[src/rtl/kgp_risc_pkg.sv]
// Shared definitions for the multi-cycle KGP-RISC datapath: FSM state encoding and IR field slices.
package kgp_risc_pkg;

  // Instruction-phase FSM; the 3-bit encoding is visible on the debug state port.
  typedef enum logic [2:0] {
    StIdle   = 3'd0,
    StFetch  = 3'd1,
    StDecode = 3'd2,
    StExec   = 3'd3,
    StMem    = 3'd4,
    StWb     = 3'd5,
    StHalt   = 3'd6
  } state_e;

  // IR field positions.
  localparam int unsigned OPC_MSB  = 31;
  localparam int unsigned OPC_LSB  = 27;
  localparam int unsigned FUNC_MSB = 4;
  localparam int unsigned FUNC_LSB = 0;
  localparam int unsigned RS_MSB   = 26;
  localparam int unsigned RS_LSB   = 22;
  localparam int unsigned RT_MSB   = 21;
  localparam int unsigned RT_LSB   = 17;

endpackage

[src/rtl/mem_wait_cnt.sv]
// Load/decrement wait counter for BRAM read latency. done_o is high on the last wait cycle.
module mem_wait_cnt #(
  parameter int unsigned MemLat = 1
) (
  input  logic clk_i,
  input  logic rst_i,
  input  logic load_i,
  input  logic dec_i,
  output logic done_o
);

  localparam int unsigned   CntW    = $clog2(MemLat) + 1;
  localparam logic [CntW-1:0] LoadVal = CntW'(MemLat - 1);

  logic [CntW-1:0] cnt_q, cnt_d;

  // Load has priority; decrement saturates at zero.
  always_comb begin
    cnt_d = cnt_q;
    if (load_i) begin
      cnt_d = LoadVal;
    end else if (dec_i && (cnt_q != '0)) begin
      cnt_d = cnt_q - CntW'(1);
    end
  end

  // Counter register with synchronous reset.
  always_ff @(posedge clk_i) begin
    if (rst_i) begin
      cnt_q <= '0;
    end else begin
      cnt_q <= cnt_d;
    end
  end

  assign done_o = (cnt_q == '0);

endmodule

[src/rtl/mc_datapath_seq.sv]
// Multi-cycle KGP-RISC datapath sequencer: owns PC/IR/ALU/MDR/store-data registers and the
// instruction-phase FSM, and drives the instruction and data BRAM ports.
module mc_datapath_seq
  import kgp_risc_pkg::*;
#(
  parameter int unsigned XLEN     = 32,
  parameter int unsigned IMEM_AW  = 10,
  parameter int unsigned DMEM_AW  = 10,
  parameter int unsigned MEM_LAT  = 1,
  parameter int unsigned RESET_PC = 0
) (
  input  logic               clk,
  input  logic               rst,
  input  logic               run,
  output logic [IMEM_AW-1:0] imem_addr,
  input  logic [31:0]        imem_rdata,
  output logic [31:0]        ir,
  output logic [4:0]         opcode,
  output logic [4:0]         funccode,
  input  logic               is_load,
  input  logic               is_store,
  input  logic               reg_write,
  input  logic               link,
  input  logic               is_halt,
  input  logic [XLEN-1:0]    alu_res,
  input  logic               br_taken,
  input  logic [XLEN-1:0]    br_target,
  input  logic [XLEN-1:0]    st_data,
  output logic [DMEM_AW-1:0] dmem_addr,
  output logic [XLEN-1:0]    dmem_wdata,
  output logic               dmem_we,
  input  logic [XLEN-1:0]    dmem_rdata,
  output logic               wb_en,
  output logic [XLEN-1:0]    wb_data,
  output logic [XLEN-1:0]    pc,
  output logic [2:0]         state,
  output logic               retire,
  output logic               halted
);

  state_e            state_q;
  logic [XLEN-1:0]   pc_q;
  logic [31:0]       ir_q;
  logic [XLEN-1:0]   alu_q;
  logic [XLEN-1:0]   mdr_q;
  logic [XLEN-1:0]   wdata_q;
  logic              taken_q;
  logic [XLEN-1:0]   tgt_q;

  logic              cnt_load, cnt_dec, cnt_done;
  logic              mem_store;
  logic              retire_c;
  logic [XLEN-1:0]   pc_plus4;
  logic [XLEN-1:0]   next_pc;
  state_e            ret_state;

  // Load together with store is treated as a plain load.
  assign mem_store = is_store & ~is_load;
  assign pc_plus4  = pc_q + XLEN'(4);
  assign ret_state = run ? StFetch : StIdle;

  // Instruction completes this cycle; EXEC decides from live decode, MEM/WB unconditionally.
  always_comb begin
    retire_c = 1'b0;
    case (state_q)
      StExec:  retire_c = ~(is_load | is_store) & ~reg_write;
      StMem:   retire_c = mem_store;
      StWb:    retire_c = 1'b1;
      default: retire_c = 1'b0;
    endcase
  end

  // Branch outcome is not latched yet when retiring straight out of EXEC, so use it live there.
  always_comb begin
    if (state_q == StExec) begin
      next_pc = br_taken ? br_target : pc_plus4;
    end else begin
      next_pc = taken_q ? tgt_q : pc_plus4;
    end
  end

  // FETCH and MEM never overlap, so one counter serves both; reload on any other state or retire.
  assign cnt_dec  = (state_q == StFetch) || (state_q == StMem);
  assign cnt_load = ~cnt_dec | retire_c;

  mem_wait_cnt #(
    .MemLat (MEM_LAT)
  ) u_wait_cnt (
    .clk_i  (clk),
    .rst_i  (rst),
    .load_i (cnt_load),
    .dec_i  (cnt_dec),
    .done_o (cnt_done)
  );

  // Instruction-phase FSM and datapath registers.
  always_ff @(posedge clk) begin
    if (rst) begin
      state_q <= StIdle;
      pc_q    <= XLEN'(RESET_PC);
      ir_q    <= '0;
      alu_q   <= '0;
      mdr_q   <= '0;
      wdata_q <= '0;
      taken_q <= 1'b0;
      tgt_q   <= '0;
    end else begin
      case (state_q)
        StIdle: begin
          if (run) state_q <= StFetch;
        end
        StFetch: begin
          if (cnt_done) begin
            ir_q    <= imem_rdata;
            state_q <= StDecode;
          end
        end
        StDecode: begin
          state_q <= is_halt ? StHalt : StExec;
        end
        StExec: begin
          alu_q   <= alu_res;
          wdata_q <= st_data;
          taken_q <= br_taken;
          tgt_q   <= br_target;
          if (is_load || is_store) begin
            state_q <= StMem;
          end else if (reg_write) begin
            state_q <= StWb;
          end else begin
            pc_q    <= next_pc;
            state_q <= ret_state;
          end
        end
        StMem: begin
          if (mem_store) begin
            pc_q    <= next_pc;
            state_q <= ret_state;
          end else if (cnt_done) begin
            mdr_q   <= dmem_rdata;
            state_q <= StWb;
          end
        end
        StWb: begin
          pc_q    <= next_pc;
          state_q <= ret_state;
        end
        StHalt: begin
          state_q <= StHalt;
        end
        default: begin
          state_q <= StIdle;
        end
      endcase
    end
  end

  // Write-back source select.
  always_comb begin
    if (is_load) begin
      wb_data = mdr_q;
    end else if (link) begin
      wb_data = pc_plus4;
    end else begin
      wb_data = alu_q;
    end
  end

  // Strobes are gated by rst so nothing commits in a reset cycle.
  assign wb_en      = (state_q == StWb) & ~rst;
  assign dmem_we    = (state_q == StMem) & mem_store & ~rst;
  assign retire     = retire_c & ~rst;
  assign halted     = (state_q == StHalt);

  assign imem_addr  = pc_q[IMEM_AW+1:2];
  assign dmem_addr  = alu_q[DMEM_AW+1:2];
  assign dmem_wdata = wdata_q;
  assign ir         = ir_q;
  assign opcode     = ir_q[OPC_MSB:OPC_LSB];
  assign funccode   = ir_q[FUNC_MSB:FUNC_LSB];
  assign pc         = pc_q;
  assign state      = state_q;

endmodule

[config.mk]
export PLATFORM = sky130hd
export DESIGN_NAME = mc_datapath_seq
export DESIGN_NICKNAME = d
export VERILOG_FILES = /design/src/rtl/kgp_risc_pkg.sv /design/src/rtl/mem_wait_cnt.sv /design/src/rtl/mc_datapath_seq.sv
export SDC_FILE = /design/constraint.sdc
export NUM_CORES = 1
export LEC_CHECK = 0
export BUFFER_PORTS_ARGS = -buffer_cell sky130_fd_sc_hd__buf_2
export CORE_ASPECT_RATIO = 0.9
export CORE_MARGIN = 2
export CORE_UTILIZATION = 54
export DETAILED_ROUTE_END_ITERATION = 10
export PLACE_DENSITY = 0.95
export SYNTH_ARGS = -nofsm -noshare
export SYNTH_HDL_FRONTEND = slang
export SYNTH_SLANG_ARGS = --single-unit
[constraint.sdc]
create_clock -name clk -period 3.8 [get_ports clk]
set_input_delay 0.38 -clock clk [delete_from_list [all_inputs] [get_ports clk]]
set_output_delay 0.38 -clock clk [all_outputs]
set_load 0.03 [all_outputs]
* Word level (Yosys, flattened, before mapping)
Index checks and enable logic that the tools add are counted.
** Word-level totals
- Register bits :: 197
- Input bits :: 169
- Output and inout bits :: 165
- Word-level logic and storage cells :: 67
** Cells by class
- $add $sub $neg :: 2
- Equal/unequal tests :: 12
- Muxes and demuxes :: 19
- Bitwise operators :: 15
- Reduce and logical (&&, ||, !) cells :: 10
** Operators by type and width (number)
- 32-bit 2-to-1 mux :: 8
- 32-bit one-hot mux with 3 select lines :: 1
- 32-bit by 3-bit adder with 32-bit output, second input constant :: 1
- 3-bit 2-to-1 mux :: 7
- 3-bit one-hot mux with 7 select lines :: 1
- 2-bit inequality test, second input constant :: 5
- 3-bit == test, second input constant :: 3
- 1-bit NOT :: 7
- 1-bit AND :: 6
- 3-bit by 2-bit == test with 1-bit output, second input constant :: 2
- 3-bit AND reduction :: 2
- 4-bit AND reduction :: 1
- 3-bit by 1-bit == test with 1-bit output, second input constant :: 1
- 3-bit zero test :: 1
- 3-bit inequality test, second input constant :: 1
- 1-bit one-hot mux with 3 select lines :: 1
- 3-bit nonzero test :: 1
- 1-bit logical OR :: 2
- 1-bit bitwise OR :: 2
- 2-bit AND reduction :: 1
- 2-bit OR reduction :: 1
- 1-bit logical AND :: 1
- 1-bit 2-to-1 mux :: 1
- 1-bit subtractor, second input constant :: 1

* Longest topological paths before layout
Gate-level depths: netlist of run 1.
- Word-level depth :: 6
- Mapped depth :: 9
- Mapped depth without buffers :: 6

* By module
From an unflattened synthesis of run 1, not the netlist that was laid out.
** Unflattened totals
- Cell total of the unflattened synthesis :: 1197
- Area, all modules :: 9063.7 µm²
** Modules (own cells, without submodules)
- mc_datapath_seq :: instances 1, cells each 1194, area each 9024.9 µm², sequential area each 3923.8 µm²
- mem_wait_cnt :: instances 1, cells each 3, area each 38.8 µm², sequential area each 20.0 µm²

* Least setup slack after synthesis of run 1
No wires, ideal clock.
- Kind :: register to output
- Start :: reg pc_q[2] (netlist: pc[2])
- End :: out wb_data[24]
- Arrival time :: 2.548 ns
- Required time :: 3.420 ns
- Setup slack :: 0.872 ns
- Cell stages (with the launch flop) :: 8
- Buffers on the path :: 1
- Cells stage by stage :: dfxtp_1 ha_1 nand4_1 nor4_4 buf_2 nand2_1 xor2_1 o21ai_0
** Between the ends
- Longest elaborated chain between the ends :: 3
** Ends and longest elaborated chain
- start: declaration :: line mc_datapath_seq.sv:42 : logic [XLEN-1:0] pc_q;
- start signal: assignment :: line mc_datapath_seq.sv:100 : pc_q <= XLEN'(RESET_PC);
- start signal: assignment :: line mc_datapath_seq.sv:131 : pc_q <= next_pc;
- start signal: assignment :: line mc_datapath_seq.sv:137 : pc_q <= next_pc;
- 32-bit by 3-bit adder with 32-bit output :: line mc_datapath_seq.sv:59 : assign pc_plus4 = pc_q + XLEN'(4);
- 32-bit 2-to-1 mux :: line mc_datapath_seq.sv:162 : end else if (link) begin
- 32-bit 2-to-1 mux :: line mc_datapath_seq.sv:160 : if (is_load) begin
- end: declaration :: line mc_datapath_seq.sv:34 : output logic [XLEN-1:0] wb_data,
Every way passes these cells.

* Worst setup path after layout of run 1
- Start :: reg pc_q[2] (netlist: pc[2])
- End :: out wb_data[30]
Same word-level chain as after synthesis.

==> results.json, run 1 <==
{
  "yosys_warnings": 0,
  "fin_cells": 1680,
  "power.total_mw": 6.11,
  "synth_ff_type": "dfxtp_1",
  "cellPowerDensity_nw_per_um2": 545,
  "dr.pass1.iters": 6,
  "syn_area_per_cell_um2": 7.61,
  "setup_ws_ns": 0.327,
  "min_period_ns": 3.47,
  "crit_cells": 7,
  "rsz0062_at_grt": "false",
  "cp_cell_sequence": "ha_1 -> nand4_1 -> nor4_4 -> nand4_1 -> xor2_1 -> o21ai_0 -> buf_2",
  "wire_per_inst_um": 17.5,
  "grt_max_degree": 75,
  "gp_congestion": 0.911,
  "hold_class": "input pin to register",
  "cpPeakStageDelay_ns": 0.51,
  "drive_gt1_frac": 0.274,
  "yosys_register_bits": 197,
  "path_clk_slew_ns": 0.08,
  "crit_path_start_kind": "register",
  "crit_type": "register to primary output",
  "stdcell_area_um2": 11200,
  "synth_async_sr_flop_share": 0,
  "cp-startpoint": "pc[2]",
  "vias": 9609,
  "cp-end-kind": "primary output",
  "cts_resized": 0,
  "antenna_found_initial": 4,
  "num_io_pins": 334,
  "vias_per_cell": 5.72,
  "rows": 45,
  "clock.fmax_mhz": 288,
  "tns_ns": 0,
  "dieArea_um2": 18100,
  "yosysMostFrequentCell": "nand2_1",
  "worst_ep_required_time_ns": 3.42,
  "clockRootBuffer": "clkbuf_16",
  "p_sw_frac": 0.391,
  "rrSetupSlack_ns": 1.00,
  "slew-limit-headroom": 0.288,
  "die_h_um": 128,
  "fin_util": 0.669,
  "min_period_over_period": 0.914,
  "place_area_um2": 10600,
  "syn-num-nets": 1379,
  "yosysSeqAreaShare": 0.429,
  "hpwlAfterDp_mm": 21.1,
  "synth_area_leaders": "dfxtp_1 (43%), nand2_1 (15%), a21oi_1 (11%), o21ai_0 (2.9%), buf_4 (2.7%)",
  "synth_cell_type_count": 62,
  "critPathCapture": "wb_data[30]",
  "wl_mm": 29.4,
  "dp_slack_ns": 0.894,
  "overflow": 0,
  "sequentialPowerShare": 0.414,
  "clock_latency_ns": 0.45,
  "die_w_um": 142,
  "synth-edff-count": 0,
  "path_max_fanout": 9,
  "cp.arrival_ns": 3.09,
  "p_leak_nw": 4.74,
  "worstRegToRegCells": 6,
  "numCtsBuffers": 17,
  "setup-violations-final": 0,
  "cpMostUsedCell": "nand4_1",
  "dp_cells": 1646,
  "tritoncts": "done",
  "combPwrFrac": 0.296,
  "hold_violations": 0,
  "cts_buffer_depth": 2,
  "yosys.area.top_type": "dfxtp_1",
  "drt-initial-drc-count": 795,
  "first_global_vias": 8893,
  "synth_top_area_share": 0.429,
  "drc_errors": 0,
  "hold_slack_ns": 0.164,
  "tightest_slew_ns": 1.07,
  "status": "finished, final reports clean",
  "path_buf_inv": 1,
  "intPower_mw": 3.72,
  "p_sw_mw": 2.39,
  "holdBufCountCts": 0,
  "clock-skew-final_ns": 0.0101,
  "grt_usage": 0.313,
  "area_delta_synth_final_pct": 22.0,
  "ir_drop_v": 0.000398,
  "clock-sinks": 197,
  "core-area_um2": 16800,
  "port-buffer-count": 333,
  "drtAntennaViolNets": 0,
  "maxCapViolCount": 0,
  "post_cts_buffers": 0,
  "initial_core_util": 0.548,
  "htree_num_levels": 4,
  "syn_area_um2": 9200,
  "maxSlewViolCount": 0,
  "clkPwrFrac": 0.289,
  "fin_nets": 1624,
  "cpLargestDelayFamily": "simple AND/OR/NAND/NOR gates",
  "grt_pass1_wl_mm": 44.7,
  "synth_common_cells": "nand2_1 (358), a21oi_1 (198), dfxtp_1 (197)",
  "rr_startpoint": "state[0]",
  "slowest_stage": "nor4_4",
  "r2r_end": "pc[31]",
  "netlist_instances": 1209
}
==> final cells by class <==
| class | count | area, um^2 |
|---|---|---|
| Inverter | 8 | 30.0 |
| Fill cell | 1410 | 5560 |
| Clock inverter | 14 | 143 |
| Antenna cell | 3 | 7.51 |
| Multi-Input combinational cell | 878 | 4580 |
| Sequential cell | 197 | 3940 |
| Timing Repair Buffer | 352 | 1830 |
| Tap cell | 211 | 264 |
| Clock buffer | 17 | 425 |
==> worst min-delay path by stage <==
stage                              start  slack [ns]              to  cells after the start
after floorplan                alu_q[18]        0.43       alu_q[18]                      2
after global placement    dmem_wdata[11]        0.44  dmem_wdata[11]                      2
after detailed placement       alu_q[31]        0.44       alu_q[31]                      2
after CTS                    st_data[27]        0.16  dmem_wdata[27]                      3
after global routing      imem_rdata[21]        0.15          ir[21]                      3
final                        st_data[27]        0.16  dmem_wdata[27]                      3
==> cell usage in the layout, fill, tap and decap left out, types with 10 or more instances in the layout <==
cell	count
nand3_1	16
o21ai_0	54
nand2_1	358
a21o_1	10
a211oi_1	12
xor2_1	14
mux2i_1	12
a22o_1	13
nor3b_1	18
xnor2_1	11
nor3_1	13
clkbuf_16	17
buf_2	332
buf_4	18
nor2_1	37
a21oi_1	198
dfxtp_1	197
==> kinds of logic (layout without fill, tap and decap cells) <==
family	Yosys count	in the layout	synth area share
simple gates	506	506	0.248
xor+xnor	25	25	0.0238
mux	12	12	0.0131
flops	197	197	0.429
fa+ha+maj	1	1	0.00136
buf+inv	134	391	0.0751
compound gates	333	333	0.210
other cells	1	4	0.000408
==> metal layers <==
metal  wire length [um]  track usage
met1              11000        0.359
met2              14500        0.539
met3               2680       0.0979
met4               1240        0.136
met5                  0            0
==> power by group through the flow <==
stage          sequential [mW]  combinational [mW]  clock, mW
3_3_place_gp              2.55                1.77          0
4_1_cts                   2.53                1.80       1.77
3_5_place_dp              2.57                1.80          0
2_1_floorplan             2.80                1.04          0
5_1_grt                   2.56                1.96       1.87
6_report                  2.53                1.81       1.77
==> worst reg2reg max path: stages (launching register included) <==
cell and delay (ns):
dfxtp_1 0.59, nand3b_1 0.42, a21oi_2 0.48, buf_4 0.30, o21ai_0 0.32, or3_1 0.41, a31oi_1 0.20
==> flip-flops by register name, indices dropped and copies added (netlist names) <==
register / cells
dmem_wdata: 32
ir: 32
mdr_q: 32
tgt_q: 32
alu_q: 32
state: 3
u_wait_cnt.cnt_q: 1
taken_q: 1
pc: 32
(Power assumes the default switching activity.)
==> run 2, diff against run 1 <==
--- a/config.mk
+++ b/config.mk
@@ -11,6 +11,7 @@
 export CORE_UTILIZATION = 54
 export DETAILED_ROUTE_END_ITERATION = 10
 export PLACE_DENSITY = 0.95
+export RECOVER_POWER = 100
 export SYNTH_ARGS = -nofsm -noshare
 export SYNTH_HDL_FRONTEND = slang
 export SYNTH_SLANG_ARGS = --single-unit
==> run 2 against run 1 <==
The flow now finishes with violations (capacitance limit, slew limit). Cell count stayed put. Global-route usage is the same. Via count increased by 0.45%. First-iteration DRC count up 0.63%. Total power decreased by 1.3%. Maximum frequency fell by 1.6%. Wire length is 0.21% higher. Largest cell class unchanged. Largest power group unchanged.
==> results.json, run 2 (synthesis gave the netlist of run 1 again) <==
{
  "met2WireLength_mm": 14.6,
  "area_delta_synth_final_pct": 19.3,
  "port-buffer-count": 333,
  "fillers": 1520,
  "clock-skew-final_ns": 0.00847,
  "htree_num_levels": 4,
  "crit_path_start_kind": "register",
  "rsz0062_at_grt": "false",
  "cts_buffer_depth": 2,
  "status": "finished, violations left",
  "numCtsBuffers": 17,
  "hpwlAfterDp_mm": 21.1,
  "clock.fmax_mhz": 283,
  "place_area_um2": 10600,
  "gp_congestion": 0.911,
  "wl_mm": 29.5,
  "setup-violations-final": 0,
  "vias_per_cell": 5.75,
  "cts_resized": 0,
  "wire_per_inst_um": 17.5,
  "num_io_pins": 334,
  "initial_core_util": 0.548,
  "grt_max_degree": 75,
  "worst_ep_required_time_ns": 3.42,
  "cp.arrival_ns": 3.15,
  "min_period_over_period": 0.928,
  "clockRootBuffer": "clkbuf_16",
  "cp_cell_sequence": "nand4_4 -> nor4_4 -> clkbuf_1 -> nand4_1 -> or4b_1 -> nand3_1 -> buf_2",
  "cpPeakStageDelay_ns": 0.58,
  "wl_met1_mm": 11.0,
  "p_leak_nw": 4.02,
  "cp-end-kind": "primary output",
  "layout_common_cells": "nand2_1 (358), a21oi_1 (199), dfxtp_1 (197), buf_2 (170), clkbuf_1 (168)",
  "path_buf_inv": 2,
  "drtAntennaViolNets": 0,
  "path_max_fanout": 11,
  "ir_drop_v": 0.000398,
  "first_global_vias": 8893,
  "dieArea_um2": 18100,
  "overflow": 0,
  "post_cts_buffers": 0,
  "die_w_um": 142,
  "slew-limit-headroom": -0.169,
  "crit_type": "register to primary output",
  "core-area_um2": 16800,
  "vias": 9652,
  "slowest_stage": "dfxtp_1",
  "die_h_um": 128,
  "maxCapViolCount": 3,
  "stdcell_area_um2": 11000,
  "hold_violations": 0,
  "rows": 45,
  "grt_pass1_wl_mm": 44.7,
  "min_period_ns": 3.53,
  "drc_errors": 0,
  "hold_class": "input pin to register",
  "tightest_slew_ns": 1.75,
  "violations": "capacitance limit, slew limit",
  "cpLargestDelayFamily": "simple AND/OR/NAND/NOR gates",
  "grt_usage": 0.313,
  "final_common_cell": "nand2_1",
  "antenna_found_initial": 4,
  "dp_cells": 1646,
  "hold_slack_ns": 0.169,
  "maxSlewViolCount": 109,
  "path_clk_slew_ns": 0.08,
  "drive_gt1_frac": 0.159,
  "tns_ns": 0,
  "dr.pass1.iters": 6,
  "clock_latency_ns": 0.44,
  "tritoncts": "done",
  "drt-initial-drc-count": 800,
  "fin_cells": 1680,
  "cellPowerDensity_nw_per_um2": 550,
  "met3_length_mm": 2.69,
  "clock-sinks": 197,
  "dr.max_layer_used": "met4",
  "fin_nets": 1624,
  "holdBufCountCts": 0
}
-- run 2: cell count changes in the layout (fill, tap and decap cells not counted), sizes merged --
cell	previous run	this run
clkbuf	17	187
buf	352	182
-- run 2: cell type report --
class / count / area [um^2] / area share
tap: 211 / 264 / 0.0241
timing repair buffer: 352 / 1590 / 0.145
clock inverter: 14 / 143 / 0.0130
multi-input combinational: 878 / 4570 / 0.417
inverter: 8 / 30.0 / 0.00274
antenna: 3 / 7.51 / 0.000684
sequential: 197 / 3940 / 0.360
clock buffer: 17 / 425 / 0.0388
-- run 2: stage by stage --
stage / power [mW] / worst slack [ns] / utilization
2_1_floorplan: 3.84 / 0.872 / -
3_5_place_dp: 4.37 / 0.894 / 0.634
3_3_place_gp: 4.32 / 0.986 / 0.634
5_1_grt: 6.32 / 0.149 / 0.654
6_report: 6.03 / 0.272 / 0.654
4_1_cts: 6.10 / 0.391 / 0.668
-- run 2: final timing paths --
kind                                  start  cells after the start              to  slack (ns)
worst max-delay path                  pc[7]                      7     wb_data[29]        0.27
worst min-delay path            st_data[21]                      3  dmem_wdata[21]        0.17
worst max register to register     state[0]                      5        tgt_q[3]        0.53
worst min register to register    alu_q[18]                      2       alu_q[18]        0.45
-- run 2: tightest hold or removal path: cells and delay by family --
kind / cells / cell delay, ns
buffers and inverters: 1 / 0.09
AND/OR/NAND/NOR: 1 / 0.04
AO/OA/AOI/OAI: 1 / 0.05
-- run 2: power breakdown --
group          total [mW]  internal, mW  leakage [nW]  switching (mW)
clock network        1.76         0.870         0.272           0.885
registers            2.54          2.31          1.59           0.228
logic                1.74         0.470          2.16            1.27
-- run 2: routing by layer --
metal	vias to the layer above	global-route usage
li1	4598	-
met1	4502	0.359
met2	475	0.539
met3	77	0.0979
met4	0	0.136
met5	-	0
